==> src/rtl/muldiv_issue_pkg.sv <==
// Shared types and constants for the RV32M multiply/divide issue block.
package muldiv_issue_pkg;

    localparam int unsigned XLEN   = 32;
    localparam int unsigned REG_AW = 5;
    localparam int unsigned F3_W   = 3;
    localparam int unsigned OP_W   = 2;
    localparam int unsigned ST_W   = 3;

    // FSM state encoding
    localparam logic [ST_W-1:0] ST_IDLE  = 3'd0;
    localparam logic [ST_W-1:0] ST_START = 3'd1;
    localparam logic [ST_W-1:0] ST_BUSY  = 3'd2;
    localparam logic [ST_W-1:0] ST_WB    = 3'd3;
    localparam logic [ST_W-1:0] ST_DRAIN = 3'd4;

    typedef enum logic [ST_W-1:0] {
        IDLE  = ST_IDLE,
        START = ST_START,
        BUSY  = ST_BUSY,
        WB    = ST_WB,
        DRAIN = ST_DRAIN
    } state_e;

    // RV32M funct3 encodings
    localparam logic [F3_W-1:0] F3_MUL    = 3'b000;
    localparam logic [F3_W-1:0] F3_MULH   = 3'b001;
    localparam logic [F3_W-1:0] F3_MULHSU = 3'b010;
    localparam logic [F3_W-1:0] F3_MULHU  = 3'b011;
    localparam logic [F3_W-1:0] F3_DIV    = 3'b100;
    localparam logic [F3_W-1:0] F3_DIVU   = 3'b101;
    localparam logic [F3_W-1:0] F3_REM    = 3'b110;
    localparam logic [F3_W-1:0] F3_REMU   = 3'b111;

    // Operation key: everything that determines the result
    typedef struct packed {
        logic [F3_W-1:0] funct3;
        logic [XLEN-1:0] rs1;
        logic [XLEN-1:0] rs2;
    } md_req_t;

    // One reuse-cache entry
    typedef struct packed {
        logic            valid;
        md_req_t         key;
        logic [XLEN-1:0] result;
    } cache_entry_t;

endpackage

==> src/rtl/muldiv_result_cache.sv <==
// Single-entry last-result reuse cache: key compare and update.
module muldiv_result_cache
    import muldiv_issue_pkg::*;
#(
    parameter int unsigned REUSE_EN = 1
) (
    input  logic            clk,
    input  logic            reset,
    input  md_req_t         lookup_req,
    output logic            hit_c,
    output logic [XLEN-1:0] hit_result,
    input  logic            wr_en,
    input  md_req_t         wr_req,
    input  logic [XLEN-1:0] wr_result
);

    localparam bit REUSE_ON = (REUSE_EN != 0);

    cache_entry_t entry_q;

    // Entry register, refreshed on every completed operation
    always_ff @(posedge clk or negedge reset) begin
        if (!reset) begin
            entry_q <= '0;
        end else if (wr_en) begin
            entry_q.valid  <= 1'b1;
            entry_q.key    <= wr_req;
            entry_q.result <= wr_result;
        end
    end

    // Hit needs a valid entry whose funct3/rs1/rs2 all match
    always_comb begin
        hit_c = REUSE_ON && entry_q.valid && (entry_q.key == lookup_req);
    end

    assign hit_result = entry_q.result;

endmodule

==> src/rtl/muldiv_issue.sv <==
// RV32M issue block: accepts a decode request, drives the MUL/DIV unit,
// waits for completion and writes back; short-circuits repeats via the cache.
module muldiv_issue
    import muldiv_issue_pkg::*;
#(
    parameter int unsigned REUSE_EN = 1
) (
    input  logic              clk,
    input  logic              reset,
    input  logic              id_valid,
    input  logic [F3_W-1:0]   id_funct3,
    input  logic [XLEN-1:0]   id_rs1,
    input  logic [XLEN-1:0]   id_rs2,
    input  logic [REG_AW-1:0] id_rd,
    input  logic              flush,
    output logic              id_stall,
    output logic              md_start,
    output logic [XLEN-1:0]   md_A,
    output logic [XLEN-1:0]   md_B,
    output logic [OP_W-1:0]   md_op_mul,
    output logic [OP_W-1:0]   md_op_div,
    output logic              md_sel,
    input  logic [XLEN-1:0]   md_R,
    input  logic              md_done,
    output logic              wb_valid,
    output logic [REG_AW-1:0] wb_rd,
    output logic [XLEN-1:0]   wb_data
);

    state_e            state_q;
    state_e            state_d;
    md_req_t           op_q;
    md_req_t           id_req_c;
    logic [REG_AW-1:0] rd_q;
    logic [XLEN-1:0]   result_q;
    logic              start_q;
    logic              wb_q;

    logic              accept_c;
    logic              cache_wr_c;
    logic              res_from_unit_c;
    logic              res_from_cache_c;
    logic              hit_c;
    logic [XLEN-1:0]   hit_result;

    assign id_req_c.funct3 = id_funct3;
    assign id_req_c.rs1    = id_rs1;
    assign id_req_c.rs2    = id_rs2;

    muldiv_result_cache #(
        .REUSE_EN (REUSE_EN)
    ) u_cache (
        .clk        (clk),
        .reset      (reset),
        .lookup_req (id_req_c),
        .hit_c      (hit_c),
        .hit_result (hit_result),
        .wr_en      (cache_wr_c),
        .wr_req     (op_q),
        .wr_result  (md_R)
    );

    // State register
    always_ff @(posedge clk or negedge reset) begin
        if (!reset) begin
            state_q <= IDLE;
        end else begin
            state_q <= state_d;
        end
    end

    // Next-state and datapath control
    always_comb begin
        state_d          = state_q;
        accept_c         = 1'b0;
        cache_wr_c       = 1'b0;
        res_from_unit_c  = 1'b0;
        res_from_cache_c = 1'b0;
        case (state_q)
            IDLE: begin
                if (id_valid && !flush) begin
                    accept_c = 1'b1;
                    if (hit_c) begin
                        res_from_cache_c = 1'b1;
                        state_d          = WB;
                    end else begin
                        state_d = START;
                    end
                end
            end
            START: begin
                // The unit cannot finish in its start cycle; md_done is ignored here
                state_d = flush ? DRAIN : BUSY;
            end
            BUSY: begin
                if (md_done) begin
                    cache_wr_c = 1'b1;
                    if (flush) begin
                        state_d = IDLE;
                    end else begin
                        res_from_unit_c = 1'b1;
                        state_d         = WB;
                    end
                end else if (flush) begin
                    state_d = DRAIN;
                end
            end
            WB: begin
                state_d = IDLE;
            end
            DRAIN: begin
                // Killed op still completes so the unit is free and the cache stays useful
                if (md_done) begin
                    cache_wr_c = 1'b1;
                    state_d    = IDLE;
                end
            end
            default: begin
                state_d = IDLE;
            end
        endcase
    end

    // Operand and destination registers, loaded on accept
    always_ff @(posedge clk or negedge reset) begin
        if (!reset) begin
            op_q <= '0;
            rd_q <= '0;
        end else if (accept_c) begin
            op_q <= id_req_c;
            rd_q <= id_rd;
        end
    end

    // Result register, from the unit or from a cache hit
    always_ff @(posedge clk or negedge reset) begin
        if (!reset) begin
            result_q <= '0;
        end else if (res_from_unit_c) begin
            result_q <= md_R;
        end else if (res_from_cache_c) begin
            result_q <= hit_result;
        end
    end

    // Registered one-cycle strobes for START and WB
    always_ff @(posedge clk or negedge reset) begin
        if (!reset) begin
            start_q <= 1'b0;
            wb_q    <= 1'b0;
        end else begin
            start_q <= (state_d == START);
            wb_q    <= (state_d == WB);
        end
    end

    assign md_start  = start_q;
    assign md_A      = op_q.rs1;
    assign md_B      = op_q.rs2;
    assign md_op_mul = op_q.funct3[OP_W-1:0];
    assign md_op_div = op_q.funct3[OP_W-1:0];
    assign md_sel    = op_q.funct3[F3_W-1];
    assign wb_rd     = rd_q;
    assign wb_data   = result_q;

    // A late flush in the writeback cycle still suppresses the write
    assign wb_valid  = wb_q && !flush;

    // Decode is released only in the writeback cycle; forced low under reset
    assign id_stall  = reset && id_valid && (state_q != WB);

endmodule

==> config.mk <==
export PLATFORM = sky130hd
export DESIGN_NAME = muldiv_issue
export DESIGN_NICKNAME = d
export VERILOG_FILES = /design/src/rtl/muldiv_issue_pkg.sv /design/src/rtl/muldiv_result_cache.sv /design/src/rtl/muldiv_issue.sv
export SDC_FILE = /design/constraint.sdc
export NUM_CORES = 1
export LEC_CHECK = 0
export BUFFER_PORTS_ARGS = -buffer_cell sky130_fd_sc_hd__buf_2
export CAP_MARGIN = 30
export CORE_MARGIN = 4
export CORE_UTILIZATION = 25
export CTS_BUF_LIST = sky130_fd_sc_hd__clkbuf_8
export CTS_CLUSTER_DIAMETER = 60
export DETAILED_ROUTE_END_ITERATION = 7
export HOLD_SLACK_MARGIN = 0.08
export SYNTH_ARGS = -nofsm -noshare
export SYNTH_HDL_FRONTEND = slang
export SYNTH_SLANG_ARGS = --single-unit
==> constraint.sdc <==
create_clock -name clk -period 6.25 [get_ports clk]
set_clock_uncertainty 0.15 [all_clocks]
set_input_delay 0.625 -clock clk [delete_from_list [all_inputs] [get_ports clk]]
set_output_delay 0.625 -clock clk [all_outputs]
set_load 0.01 [all_outputs]
# After elaboration in Yosys (flattened, before gate mapping)
# Cells that the tools add are included.
classes:
  eq_ne: 7
  mux: 20
  reduce_logical: 9
op_table:
  columns: ["cell", "n"]
  rows:
  - ["$eq 67x67->1", 1]
  - ["$mux 32", 2]
  - ["$mux 3", 5]
  - ["$pmux 3 s4", 1]
  - ["$mux 1", 10]
  - ["$eq 3x1->1 const B", 2]
  - ["$eq 3x2->1 const B", 2]
  - ["$logic_and 1x1->1", 5]
  - ["$mux 2", 2]
  - ["$eq 3x3->1 const B", 1]
  - ["$logic_not 3->1", 1]
  - ["$ne 3x2->1 const B", 1]
  - ["$reduce_bool 2->1", 1]
  - ["$reduce_or 2->1", 1]
  - ["$logic_not 1->1", 1]
totals:
  register_bits: 209
  input_bits: 109
  output_inout_bits: 109

# Depth between registers and ports, before layout
# Gate-level depths: netlist of run 1.
logic_depth:
  ltp_word: 7
  ltp_mapped: 9

# Cells and area by module
# From an unflattened synthesis of run 1, not the netlist that was laid out.
hier_totals:
  cells_unflattened: 651
  hier_area_um2: 9112.5
by_module_without_submodules:
  columns: ["module", "n_inst", "cells_per_inst", "area_each_um2"]
  rows:
  - ["muldiv_result_cache", 1, 357, 4675.7]
  - ["muldiv_issue", 1, 294, 4436.8]

# Worst setup path before layout of run 1
# No wires, ideal clock.
synth_path:
  path_kind: "input -> register"
  startpoint: "in id_rs2[25]"
  endpoint: "reg result_q[11] (netlist: wb_data[11])"
  arrival_time_ps: 2048
  t_required_ps: 5968
  slack_ps: 3920
  stages: 7
  n_path_buf: 1
  path_cell_list: "xor2_1 > nor4_1 > nand4_1 > nor3_4 > and2_1 > clkbuf_1 > o21ai_1"
synth_between:
  elab_chain_len: 6
synth_rtl:
  columns: ["item", "line_no", "rtl"]
  rows:
  - ["start: declaration", "muldiv_issue.sv:13", "input logic [XLEN-1:0] id_rs2,"]
  - ["$eq 67x67->1", "muldiv_result_cache.sv:34", "hit_c = REUSE_ON && entry_q.valid && (entry_q.key == lookup_req);"]
  - ["$logic_and 1x1->1", "muldiv_result_cache.sv:34", null]
  - ["$mux 1", "muldiv_issue.sv:83", "if (hit_c) begin"]
  - ["$mux 1", "muldiv_issue.sv:81", "if (id_valid && !flush) begin"]
  - ["$mux 1", "muldiv_issue.sv:79", "case (state_q)"]
  - ["$reduce_bool 2->1 (no line)", null, null]
  - ["end signal: assignment", "muldiv_issue.sv:140", "result_q <= md_R;"]
  - ["end signal: assignment", "muldiv_issue.sv:142", "result_q <= hit_result;"]
  - ["end: declaration", "muldiv_issue.sv:35", "logic [XLEN-1:0] result_q;"]
# No other way between the ends.
# A chain may end at the register's enable or synchronous reset.

# Worst setup path after layout of run 1
layout_path:
  startpoint: "reg u_cache.entry_q[60] (netlist name)"
  endpoint: "reg result_q[1] (netlist: wb_data[1])"
layout_between:
  elab_chain_len: 6
layout_rtl:
  columns: ["item", "line_no", "rtl"]
  rows:
  - ["start: declaration", "muldiv_result_cache.sv:19", "cache_entry_t entry_q;"]
  - ["$eq 67x67->1", "muldiv_result_cache.sv:34", null]
  - ["$logic_and 1x1->1", "muldiv_result_cache.sv:34", null]
  - ["$mux 1", "muldiv_issue.sv:83", null]
  - ["$mux 1", "muldiv_issue.sv:81", null]
  - ["$mux 1", "muldiv_issue.sv:79", null]
  - ["$reduce_bool 2->1 (no line)", null, null]
# No other way between the ends.

==> impl_metrics.py, run 1 <==
metrics = {
    "place": {
        "detailed_place_hpwl_microns": 16300,
        "routabilityCongestion": 0.763,
        "port_buffers": 217,
        "dp.cells": 1332,
        "placedInstanceArea_sq_mm": 0.0107,
    },
    "hold_path": {
        "hp-start": "id_rd[2]",
        "min_to": "wb_rd[2]$_DFFE_PN0P_",
        "holdCritPathClass": "primary input to flop",
        "min_path_cells": 2,
    },
    "route": {
        "routedWlPerCell_microns": 17.3,
        "detail_route.iter0.violations": 274,
        "dr.pass1.iters": 5,
        "vias": 6422,
        "drt.antenna.violating_nets": 0,
        "dr_vias_cell": 4.59,
        "post-route-drc-count": 0,
        "drt-total-wl_microns": 24200,
    },
    "global_route": {
        "grt_antenna_before_repair": 3,
        "grt_use_total": 0.122,
        "grt_start_max_net_pins": 77,
        "overflow": 0,
        "grt_first_pass_wirelength_microns": 38400,
        "first_global_vias": 6892,
    },
    "setup_path": {
        "cp_cell_sequence": "xor2_1 -> nor4_1 -> nand4_1 -> nor3_4 -> buf_4 -> and2_1 -> buf_4 -> o21ai_0",
        "timing.critical_path.from": "u_cache.entry_q[60]$_DFFE_PN0P_",
        "worstPathArrival_ns": 3.72,
        "crit_top_cell": "sky130_fd_sc_hd__buf_4",
        "worst_path_largest_cell_delay_ns": 0.73,
        "critPathLaunchType": "flop",
        "critical-path-top-delay-family": "simple AND/OR/NAND/NOR gates",
        "worst_setup_slack_for_register_to_register_paths_ns": 2.81,
        "reg2reg_from": "u_cache.entry_q[60]$_DFFE_PN0P_",
        "r2r.worst_path.cells": 8,
        "end_kind": "flop",
        "critPathMaxFanout": 34,
        "worstPathRequired_ns": 6.53,
        "criticalPathCategory": "flop to flop",
        "worst-path-buf-inv": 2,
        "slowest_stage": "sky130_fd_sc_hd__nor4_1",
        "r2r-end": "wb_data[1]$_DFFE_PN0P_",
    },
    "cts": {
        "cts.reportedPaths.clkPinSlew_ns": 0.05,
        "cts-root-to-sink-buffers": 3,
        "tritoncts.num_buffers": 41,
        "cts_root_buf": "sky130_fd_sc_hd__clkbuf_8",
        "htree_num_levels": 2,
        "worstSkewPairLatency_ns": 0.56,
        "clock_sinks": 209,
        "tritoncts": "done",
    },
    "timing": {
        "hold_violations": 0,
        "setup_violations": 0,
        "setup_tns_ns": 0,
        "worstMarginPinSlew_ns": 0.894,
        "timing.final.crit_period_ns": 3.44,
        "max_clock_freq_mhz": 291,
        "rsz0062_at_grt": "no",
        "max_slew_margin": 0.404,
        "timing.final.max_slew_violations": 0,
        "finalHoldWorstSlack_ns": 0.147,
        "timing.final.crit_share": 0.551,
    },
    "floorplan": {
        "die_height_microns": 199,
        "design.die.area_sq_mm": 0.0396,
        "design.core.area_sq_mm": 0.0357,
        "rows": 69,
        "fp.dieW_microns": 199,
        "floorplan.initialDensity": 0.255,
        "boundaryPins": 218,
    },
    "final_layout": {
        "stdcell_count": 1398,
        "layout.cells.most_common": "sky130_fd_sc_hd__buf_2",
        "drive_gt1_frac": 0.483,
        "postLayoutCellArea_sq_mm": 0.0115,
        "fin_nets": 1025,
        "most-common-layout-cells": "sky130_fd_sc_hd__buf_2 (216), sky130_fd_sc_hd__dfrtp_1 (209), sky130_fd_sc_hd__mux2_2 (165), sky130_fd_sc_hd__xor2_1 (49), sky130_fd_sc_hd__clkbuf_8 (46)",
        "area_growth_pct": 26.6,
        "layout.filler_cells": 3631,
    },
    "synth": {
        "yosys_most_used_dff": "sky130_fd_sc_hd__dfrtp_1",
        "area_of_the_mapped_netlist_sq_mm": 0.00911,
        "synth_fp_nets": 795,
        "postSynthCellCount": 686,
        "synth.ff_latch_count": 209,
        "async_flop_share": 1.00,
        "avgSynthCellArea_sq_um": 13.3,
        "area_fraction_of_the_dominant_cell_type_after_synthesis": 0.574,
        "synthTopCellsByArea": "sky130_fd_sc_hd__dfrtp_1 (57%), sky130_fd_sc_hd__mux2_2 (20%), sky130_fd_sc_hd__xor2_1 (4.7%), sky130_fd_sc_hd__a22o_1 (3.2%), sky130_fd_sc_hd__a41oi_1 (3.1%)",
        "synth_seq_area_share": 0.574,
        "synth_edf_count": 0,
        "yosysUniqueCellTypes": 32,
        "synth_top_area_cell": "sky130_fd_sc_hd__dfrtp_1",
        "ys.warnings.count": 0,
    },
    "pwr": {
        "power.leakage_nw": 5.32,
        "power_density_mw_per_mm2": 473,
        "vdd_drop_max_mv": 0.248,
    },
    "run": {
        "drv.max_cap_violation_count": 0,
    },
    "outcome": {
        "run_status": "complete, no violations",
    },
}
## through the flow
stage | setup slack, ns | power (mW) | utilization
finish | 2.81 | 5.46 | 0.323
global route | 2.54 | 5.84 | 0.323
CTS | 2.80 | 5.56 | 0.322
detailed placement | 2.44 | 4.16 | 0.300
global placement | 2.41 | 4.09 | 0.299
floorplan | 3.92 | 3.48 | -
## power by group
part	switching, mW	total (mW)	internal, mW	leakage [nW]
Clock	0.571	1.35	0.784	0.432
Combinational	0.808	1.76	0.953	2.49
Sequential	0.384	2.34	1.96	2.39
## Yosys cell counts, types with 3 or more instances
library cell,n
sky130_fd_sc_hd__o21ai_0,11
sky130_fd_sc_hd__a41oi_1,32
sky130_fd_sc_hd__nor4_1,14
sky130_fd_sc_hd__o21ai_1,28
sky130_fd_sc_hd__inv_1,7
sky130_fd_sc_hd__nand3_1,3
sky130_fd_sc_hd__nand4_1,6
sky130_fd_sc_hd__buf_6,4
sky130_fd_sc_hd__a22o_1,33
sky130_fd_sc_hd__nand2b_1,4
sky130_fd_sc_hd__nor2_1,5
sky130_fd_sc_hd__clkbuf_1,30
sky130_fd_sc_hd__buf_2,7
sky130_fd_sc_hd__xor2_1,49
sky130_fd_sc_hd__nand2_1,43
sky130_fd_sc_hd__a21oi_1,4
sky130_fd_sc_hd__nor2b_1,3
sky130_fd_sc_hd__mux2_2,165
sky130_fd_sc_hd__dfrtp_1,209
sky130_fd_sc_hd__xnor2_1,13
## cell type report
cell class,count,area [sq um],share of cell area
tap,461,577,0.0500
antenna,2,5.00,0.000434
sequential,209,5230,0.453
inverter,7,26.3,0.00228
clock inverter,16,146,0.0127
clock buffer,46,633,0.0549
multi-input combinational,425,3670,0.318
timing repair buffer,232,1250,0.108
## registers in the layout, summed over array words and instances (netlist names)
register            cells
md_A                   32
md_B                   32
md_op_div               2
md_sel                  1
md_start                1
state_q                 3
u_cache.entry_q        68
u_cache.hit_result     32
wb_data                32
wb_q                    1
wb_rd                   5
## layer usage
metal  global-route usage  vias to the layer above  routed length [microns]
li1                     -                     2950                        -
met5                    0                        -                       23
met1                0.158                     3224                    10600
met4               0.0400                        6                      453
met3               0.0466                       36                     2030
met2                0.188                      206                    11100
## timing repair
item                                   CTS  global route
hold buffers                             1             0
setup buffers                            0             0
endpoints found under the hold margin   72             0
resized for setup                        0             0
## worst max-delay path by stage
stage,end,slack [ns],depth (start not counted)
floorplan,wb_data[11]$_DFFE_PN0P_,3.92,7
CTS,wb_data[0]$_DFFE_PN0P_,2.80,8
global route,wb_data[0]$_DFFE_PN0P_,2.54,8
global placement,wb_data[2]$_DFFE_PN0P_,2.41,9
detailed placement,wb_data[0]$_DFFE_PN0P_,2.44,9
finish,wb_data[1]$_DFFE_PN0P_,2.81,8
## kinds of logic after synthesis
logic type | count (synthesis) | synth area share
multiplexers | 165 | 0.204
AO/OA/AOI/OAI | 112 | 0.0894
buffers and inverters | 52 | 0.0266
XOR/XNOR | 62 | 0.0596
flip-flops | 209 | 0.574
AND/OR/NAND/NOR | 86 | 0.0464
Power figures use the tool's default switching activity.
==> run 2, diff against run 1 <==
clock period = 2.8 ns   (was 6.25 ns; I/O delays follow)
==> impl_metrics.py, run 2 (synthesis gave the netlist of run 1 again) <==
metrics = {
    "route": {
        "routedWlPerCell_microns": 16.8,
        "drt-total-wl_microns": 25500,
        "dr.pass1.iters": 4,
        "maxUsedRoutingLayer": "met4",
        "length_of_routed_wiring_on_met1_microns": 11000,
        "met2_length_microns": 12000,
        "route.met3.wl_microns": 1950,
        "post-route-drc-count": 0,
        "drt.antenna.violating_nets": 0,
        "detail_route.iter0.violations": 227,
        "vias": 6835,
        "dr_vias_cell": 4.51,
    },
    "cts": {
        "cts_root_buf": "sky130_fd_sc_hd__clkbuf_8",
        "clock_sinks": 209,
        "htree_num_levels": 2,
        "postCtsSetupRepairBufs": 0,
        "tritoncts": "done",
        "cts-root-to-sink-buffers": 3,
        "tritoncts.num_buffers": 42,
        "worstSkewPairLatency_ns": 0.55,
        "cts.reportedPaths.clkPinSlew_ns": 0.06,
    },
    "timing": {
        "setup_tns_ns": 0,
        "hold_violations": 0,
        "timing.final.crit_period_ns": 2.54,
        "timing.final.max_slew_violations": 0,
        "setup_violations": 0,
        "max_clock_freq_mhz": 394,
        "worstMarginPinSlew_ns": 0.723,
        "finalWorstSetupSlack_ns": 0.261,
        "max_slew_margin": 0.518,
        "rsz0062_at_grt": "no",
        "timing.final.crit_share": 0.907,
    },
    "outcome": {
        "run_status": "complete, no violations",
    },
    "place": {
        "routabilityCongestion": 0.733,
        "detailed_place_hpwl_microns": 16400,
        "placedInstanceArea_sq_mm": 0.0108,
        "port_buffers": 217,
        "post-place-ws_ns": 0.131,
    },
    "global_route": {
        "grt_start_max_net_pins": 122,
        "overflow": 0,
        "first_global_vias": 7443,
        "grt_antenna_before_repair": 0,
        "grt_first_pass_wirelength_microns": 40600,
        "grt_use_total": 0.128,
    },
    "setup_path": {
        "worst_setup_slack_for_register_to_register_paths_ns": 0.31,
        "worst_path_largest_cell_delay_ns": 0.54,
        "cp_cell_sequence": "dlygate4sd3_1 -> buf_2 -> xor2_1 -> nor4_1 -> nand4_1 -> nor3_4 -> buf_12 -> and2_1 -> buf_4 -> o21ai_1",
        "critPathMaxFanout": 10,
        "worstPathRequired_ns": 3.08,
        "critPathLaunchType": "primary input",
        "critical-path-top-delay-family": "simple AND/OR/NAND/NOR gates",
        "criticalPathCategory": "primary input to flop",
        "slowest_stage": "sky130_fd_sc_hd__dlygate4sd3_1",
        "end_kind": "flop",
        "worst-path-buf-inv": 4,
        "worstPathArrival_ns": 2.82,
    },
    "final_layout": {
        "layout.cells.most_common": "sky130_fd_sc_hd__buf_2",
        "utilization": 0.357,
        "largest_register_ff_count": 68,
        "biggest_register": "u_cache.entry_q",
        "antenna_cells": 0,
        "fin_nets": 1142,
        "area_growth_pct": 40.0,
        "postLayoutCellArea_sq_mm": 0.0128,
        "drive_gt1_frac": 0.445,
        "most-common-layout-cells": "sky130_fd_sc_hd__buf_2 (216), sky130_fd_sc_hd__dfrtp_1 (209), sky130_fd_sc_hd__mux2_2 (165), sky130_fd_sc_hd__dlygate4sd3_1 (108), sky130_fd_sc_hd__clkbuf_8 (51)",
    },
    "floorplan": {
        "fp.dieW_microns": 199,
        "rows": 69,
        "design.die.area_sq_mm": 0.0396,
        "design.core.area_sq_mm": 0.0357,
        "die_height_microns": 199,
        "boundaryPins": 218,
        "floorplan.initialDensity": 0.255,
    },
    "run": {
        "drv.max_cap_violation_count": 0,
    },
    "pwr": {
        "post_layout_power_mw": 12.4,
        "power_density_mw_per_mm2": 975,
        "power.leakage_nw": 5.83,
        "vdd_drop_max_mv": 0.513,
    },
    "hold_path": {
        "holdCritPathClass": "primary input to async pin",
    },
}
run 2: changes by cell type in the layout (fill, tap and decap cells not counted), sizes merged:
cell	before	now
buf	231	240
bufinv	3	2
clkbuf	46	51
clkinv	0	1
clkinvlp	2	4
diode	2	0
dlygate4sd3	1	108
inv	18	15
run 2: routing by layer:
layer,track usage,vias up
li1,-,3173
met1,0.167,3413
met2,0.200,212
met3,0.0423,37
met4,0.0469,0
met5,0,-
run 2: worst paths after layout:
| path | startpoint | cells after the start | end |
|---|---|---|---|
| max in group asynchronous | reset | 3 | u_cache.entry_q[72]$_DFFE_PN0P_ |
| setup reg to reg | u_cache.entry_q[54]$_DFFE_PN0P_ | 9 | wb_data[23]$_DFFE_PN0P_ |
| min in group clk | id_valid | 5 | md_A[26]$_DFFE_PN0P_ |
| setup / recovery | id_rs1[24] | 10 | wb_data[23]$_DFFE_PN0P_ |
| hold reg to reg | u_cache.entry_q[99]$_DFFE_PN0P_ | 1 | u_cache.entry_q[99]$_DFFE_PN0P_ |
| hold / removal | reset | 3 | u_cache.hit_result[9]$_DFFE_PN0P_ |
run 2: through the flow:
| stage | hold slack (ns) | instances |
|---|---|---|
| detailed placement | 0.0232 | 1341 |
| floorplan | -0.166 | 686 |
| global placement | 0.0256 | 1341 |
| CTS | 0.108 | 1516 |
| global route | 0.130 | 1516 |
| finish | 0.156 | 1516 |
run 2: timing repair:
item | CTS | global route
resized for setup | 0 | 1
endpoints found under the setup margin | 0 | 11
hold endpoints to repair | 346 | 0
hold buffers | 109 | 0
run 2: area by class of cell:
| type | count | area [sq um] |
|---|---|---|
| fillers | 3494 | 23000 |
| flip-flops and latches | 209 | 5230 |
| multi-input cells | 425 | 3670 |
| repair buffers | 348 | 2420 |
| clock buffers | 51 | 702 |
| well taps | 461 | 577 |
| clock inverters | 15 | 125 |
| inverters | 7 | 26.3 |
run 2: where the power goes:
group / switching [mW] / leakage [nW] / internal, mW / total [mW]
combinational: 1.83 / 2.99 / 2.25 / 4.08
sequential: 0.858 / 2.39 / 4.37 / 5.23
clock: 1.32 / 0.442 / 1.81 / 3.13
total: 4.01 / 5.83 / 8.43 / 12.4
run 2: tightest hold or removal path: stages:
cell and delay, ns:
sky130_fd_sc_hd__dlygate4sd3_1 0.56, sky130_fd_sc_hd__buf_8 0.15, sky130_fd_sc_hd__buf_12 0.21
==> run 3, diff against run 2 <==
clock period = 2.38 ns   (was 2.8 ns; I/O delays follow)
==> impl_metrics.py, run 3 (synthesis gave the netlist of run 1 again) <==
metrics = {
    "route": {
        "dr.pass1.iters": 4,
        "post-route-drc-count": 0,
        "drt-total-wl_microns": 25300,
        "vias": 6850,
        "drt.antenna.violating_nets": 0,
        "detail_route.iter0.violations": 241,
        "dr_vias_cell": 4.48,
        "routedWlPerCell_microns": 16.5,
    },
    "floorplan": {
        "design.core.area_sq_mm": 0.0357,
        "die_height_microns": 199,
        "design.die.area_sq_mm": 0.0396,
        "fp.dieW_microns": 199,
        "rows": 69,
        "floorplan.initialDensity": 0.255,
        "boundaryPins": 218,
    },
    "cts": {
        "htree_num_levels": 2,
        "cts-root-to-sink-buffers": 3,
        "tritoncts.num_buffers": 43,
        "tritoncts": "done",
        "clock_sinks": 209,
        "worstSkewPairLatency_ns": 0.56,
        "postCtsSetupRepairBufs": 0,
        "cts.reportedPaths.clkPinSlew_ns": 0.06,
        "cts_root_buf": "sky130_fd_sc_hd__clkbuf_8",
    },
    "setup_path": {
        "end_kind": "flop",
        "critPathLaunchType": "flop",
        "worstPathRequired_ns": 2.67,
        "worst_setup_slack_for_register_to_register_paths_ns": 0.08,
        "reg2reg_from": "u_cache.entry_q[60]$_DFFE_PN0P_",
        "critPathMaxFanout": 22,
        "r2r.worst_path.cells": 9,
        "criticalPathCategory": "flop to flop",
        "r2r-end": "wb_data[1]$_DFFE_PN0P_",
        "worstPathArrival_ns": 2.58,
    },
    "global_route": {
        "groute.layer.met3.usage": 0.0452,
        "use_met2": 0.194,
        "use_met1": 0.163,
        "overflow": 0,
        "grt_start_max_net_pins": 116,
        "global_routing_s_busiest_layer": "met2",
        "first_global_vias": 7316,
        "grt_use_total": 0.125,
        "grt_first_pass_wirelength_microns": 39700,
        "grt_antenna_before_repair": 0,
    },
    "outcome": {
        "run_status": "complete, no violations",
    },
    "timing": {
        "setup_violations": 0,
        "finalWorstSetupSlack_ns": 0.0831,
        "worstMarginPinSlew_ns": 0.657,
        "max_clock_freq_mhz": 435,
        "max_slew_margin": 0.562,
        "setup_tns_ns": 0,
        "timing.final.max_slew_violations": 0,
        "rsz0062_at_grt": "yes",
        "timing.final.crit_period_ns": 2.30,
        "timing.final.crit_share": 0.965,
        "hold_violations": 0,
    },
    "place": {
        "routabilityCongestion": 0.725,
        "post-place-ws_ns": -0.297,
        "port_buffers": 217,
        "placedInstanceArea_sq_mm": 0.0109,
        "detailed_place_hpwl_microns": 16300,
    },
    "final_layout": {
        "antenna_cells": 0,
        "fin_nets": 1146,
        "utilization": 0.361,
        "largest_register_ff_count": 68,
        "drive_gt1_frac": 0.450,
        "layout.cells.most_common": "sky130_fd_sc_hd__buf_2",
        "area_growth_pct": 41.5,
        "biggest_register": "u_cache.entry_q",
        "layout.filler_cells": 3504,
        "postLayoutCellArea_sq_mm": 0.0129,
        "most-common-layout-cells": "sky130_fd_sc_hd__buf_2 (216), sky130_fd_sc_hd__dfrtp_1 (209), sky130_fd_sc_hd__mux2_2 (165), sky130_fd_sc_hd__dlygate4sd3_1 (108), sky130_fd_sc_hd__clkbuf_8 (50)",
    },
    "pwr": {
        "post_layout_power_mw": 14.9,
        "power.leakage_nw": 5.89,
        "power_density_mw_per_mm2": 1150,
        "vdd_drop_max_mv": 0.620,
    },
    "hold_path": {
        "holdCritPathClass": "primary input to async pin",
    },
    "run": {
        "drv.max_cap_violation_count": 0,
    },
}
[run 3: cell types whose count changed in the layout (fill, tap and decap cells not counted), moves of 2 or more]
cell	delta
sky130_fd_sc_hd__inv_1	+6
sky130_fd_sc_hd__o21ai_0	-4
sky130_fd_sc_hd__nor4_2	+2
sky130_fd_sc_hd__nor4_1	-3
sky130_fd_sc_hd__clkinvlp_4	+3
sky130_fd_sc_hd__o21ai_1	+4
sky130_fd_sc_hd__buf_6	+3
[run 3: worst max path at each step]
stage | startpoint | endpoint | cells past startpoint | slack [ns]
floorplan | state_q[2]$_DFF_PN0_ | wb_data[11]$_DFFE_PN0P_ | 9 | 0.27
global placement | u_cache.entry_q[60]$_DFFE_PN0P_ | wb_data[2]$_DFFE_PN0P_ | 9 | -0.28
global route | u_cache.entry_q[60]$_DFFE_PN0P_ | wb_data[3]$_DFFE_PN0P_ | 9 | -0.04
CTS | u_cache.entry_q[85]$_DFFE_PN0P_ | wb_data[28]$_DFFE_PN0P_ | 9 | 0.04
finish | u_cache.entry_q[60]$_DFFE_PN0P_ | wb_data[1]$_DFFE_PN0P_ | 9 | 0.08
detailed placement | u_cache.entry_q[60]$_DFFE_PN0P_ | wb_data[27]$_DFFE_PN0P_ | 9 | -0.30
[run 3: report_power, final]
group | leakage (nW) | internal, mW | switching (mW) | total (mW)
logic | 3.01 | 2.67 | 2.19 | 4.86
registers | 2.39 | 5.14 | 1.00 | 6.14
clock network | 0.485 | 2.24 | 1.62 | 3.87
total | 5.89 | 10.0 | 4.82 | 14.9
[run 3: timing repair]
item,CTS,global route
pin swaps,3,3
hold endpoints to repair,346,0
hold buffers,108,0
endpoints found under the setup margin,35,34
resized for setup,7,7
[run 3: final cells by class]
cell class                 instances  area (sq um)  area share
inverter                           7          26.3     0.00204
tap                              461           577      0.0447
sequential                       209          5230       0.406
timing repair buffer             351          2460       0.191
clock buffer                      50           688      0.0534
clock inverter                    26           205      0.0159
multi-input combinational        425          3710       0.288
[run 3: through the flow]
| step | hold WS, ns | instances |
|---|---|---|
| 2_1_floorplan | -0.208 | 686 |
| 3_3_place_gp | 0.212 | 1345 |
| 3_5_place_dp | 0.205 | 1345 |
| 4_1_cts | 0.160 | 1529 |
| 5_1_grt | 0.179 | 1529 |
| 6_report | 0.151 | 1529 |
[run 3: metal layers]
layer  share of wire  vias up
met3           0.079       40
li1                -     3197
met4           0.023        0
met2            0.46      239
met1            0.43     3374
met5               0        -
[run 3: critical path, cell delays in order (launching register included)]
cell and delay, ns:
sky130_fd_sc_hd__dfrtp_1 0.40, sky130_fd_sc_hd__xor2_2 0.17, sky130_fd_sc_hd__nor4_4 0.35, sky130_fd_sc_hd__buf_4 0.17, sky130_fd_sc_hd__nand4_1 0.14, sky130_fd_sc_hd__nor3_4 0.24
sky130_fd_sc_hd__buf_12 0.14, sky130_fd_sc_hd__and2_4 0.16, sky130_fd_sc_hd__buf_12 0.16, sky130_fd_sc_hd__o21ai_1 0.09
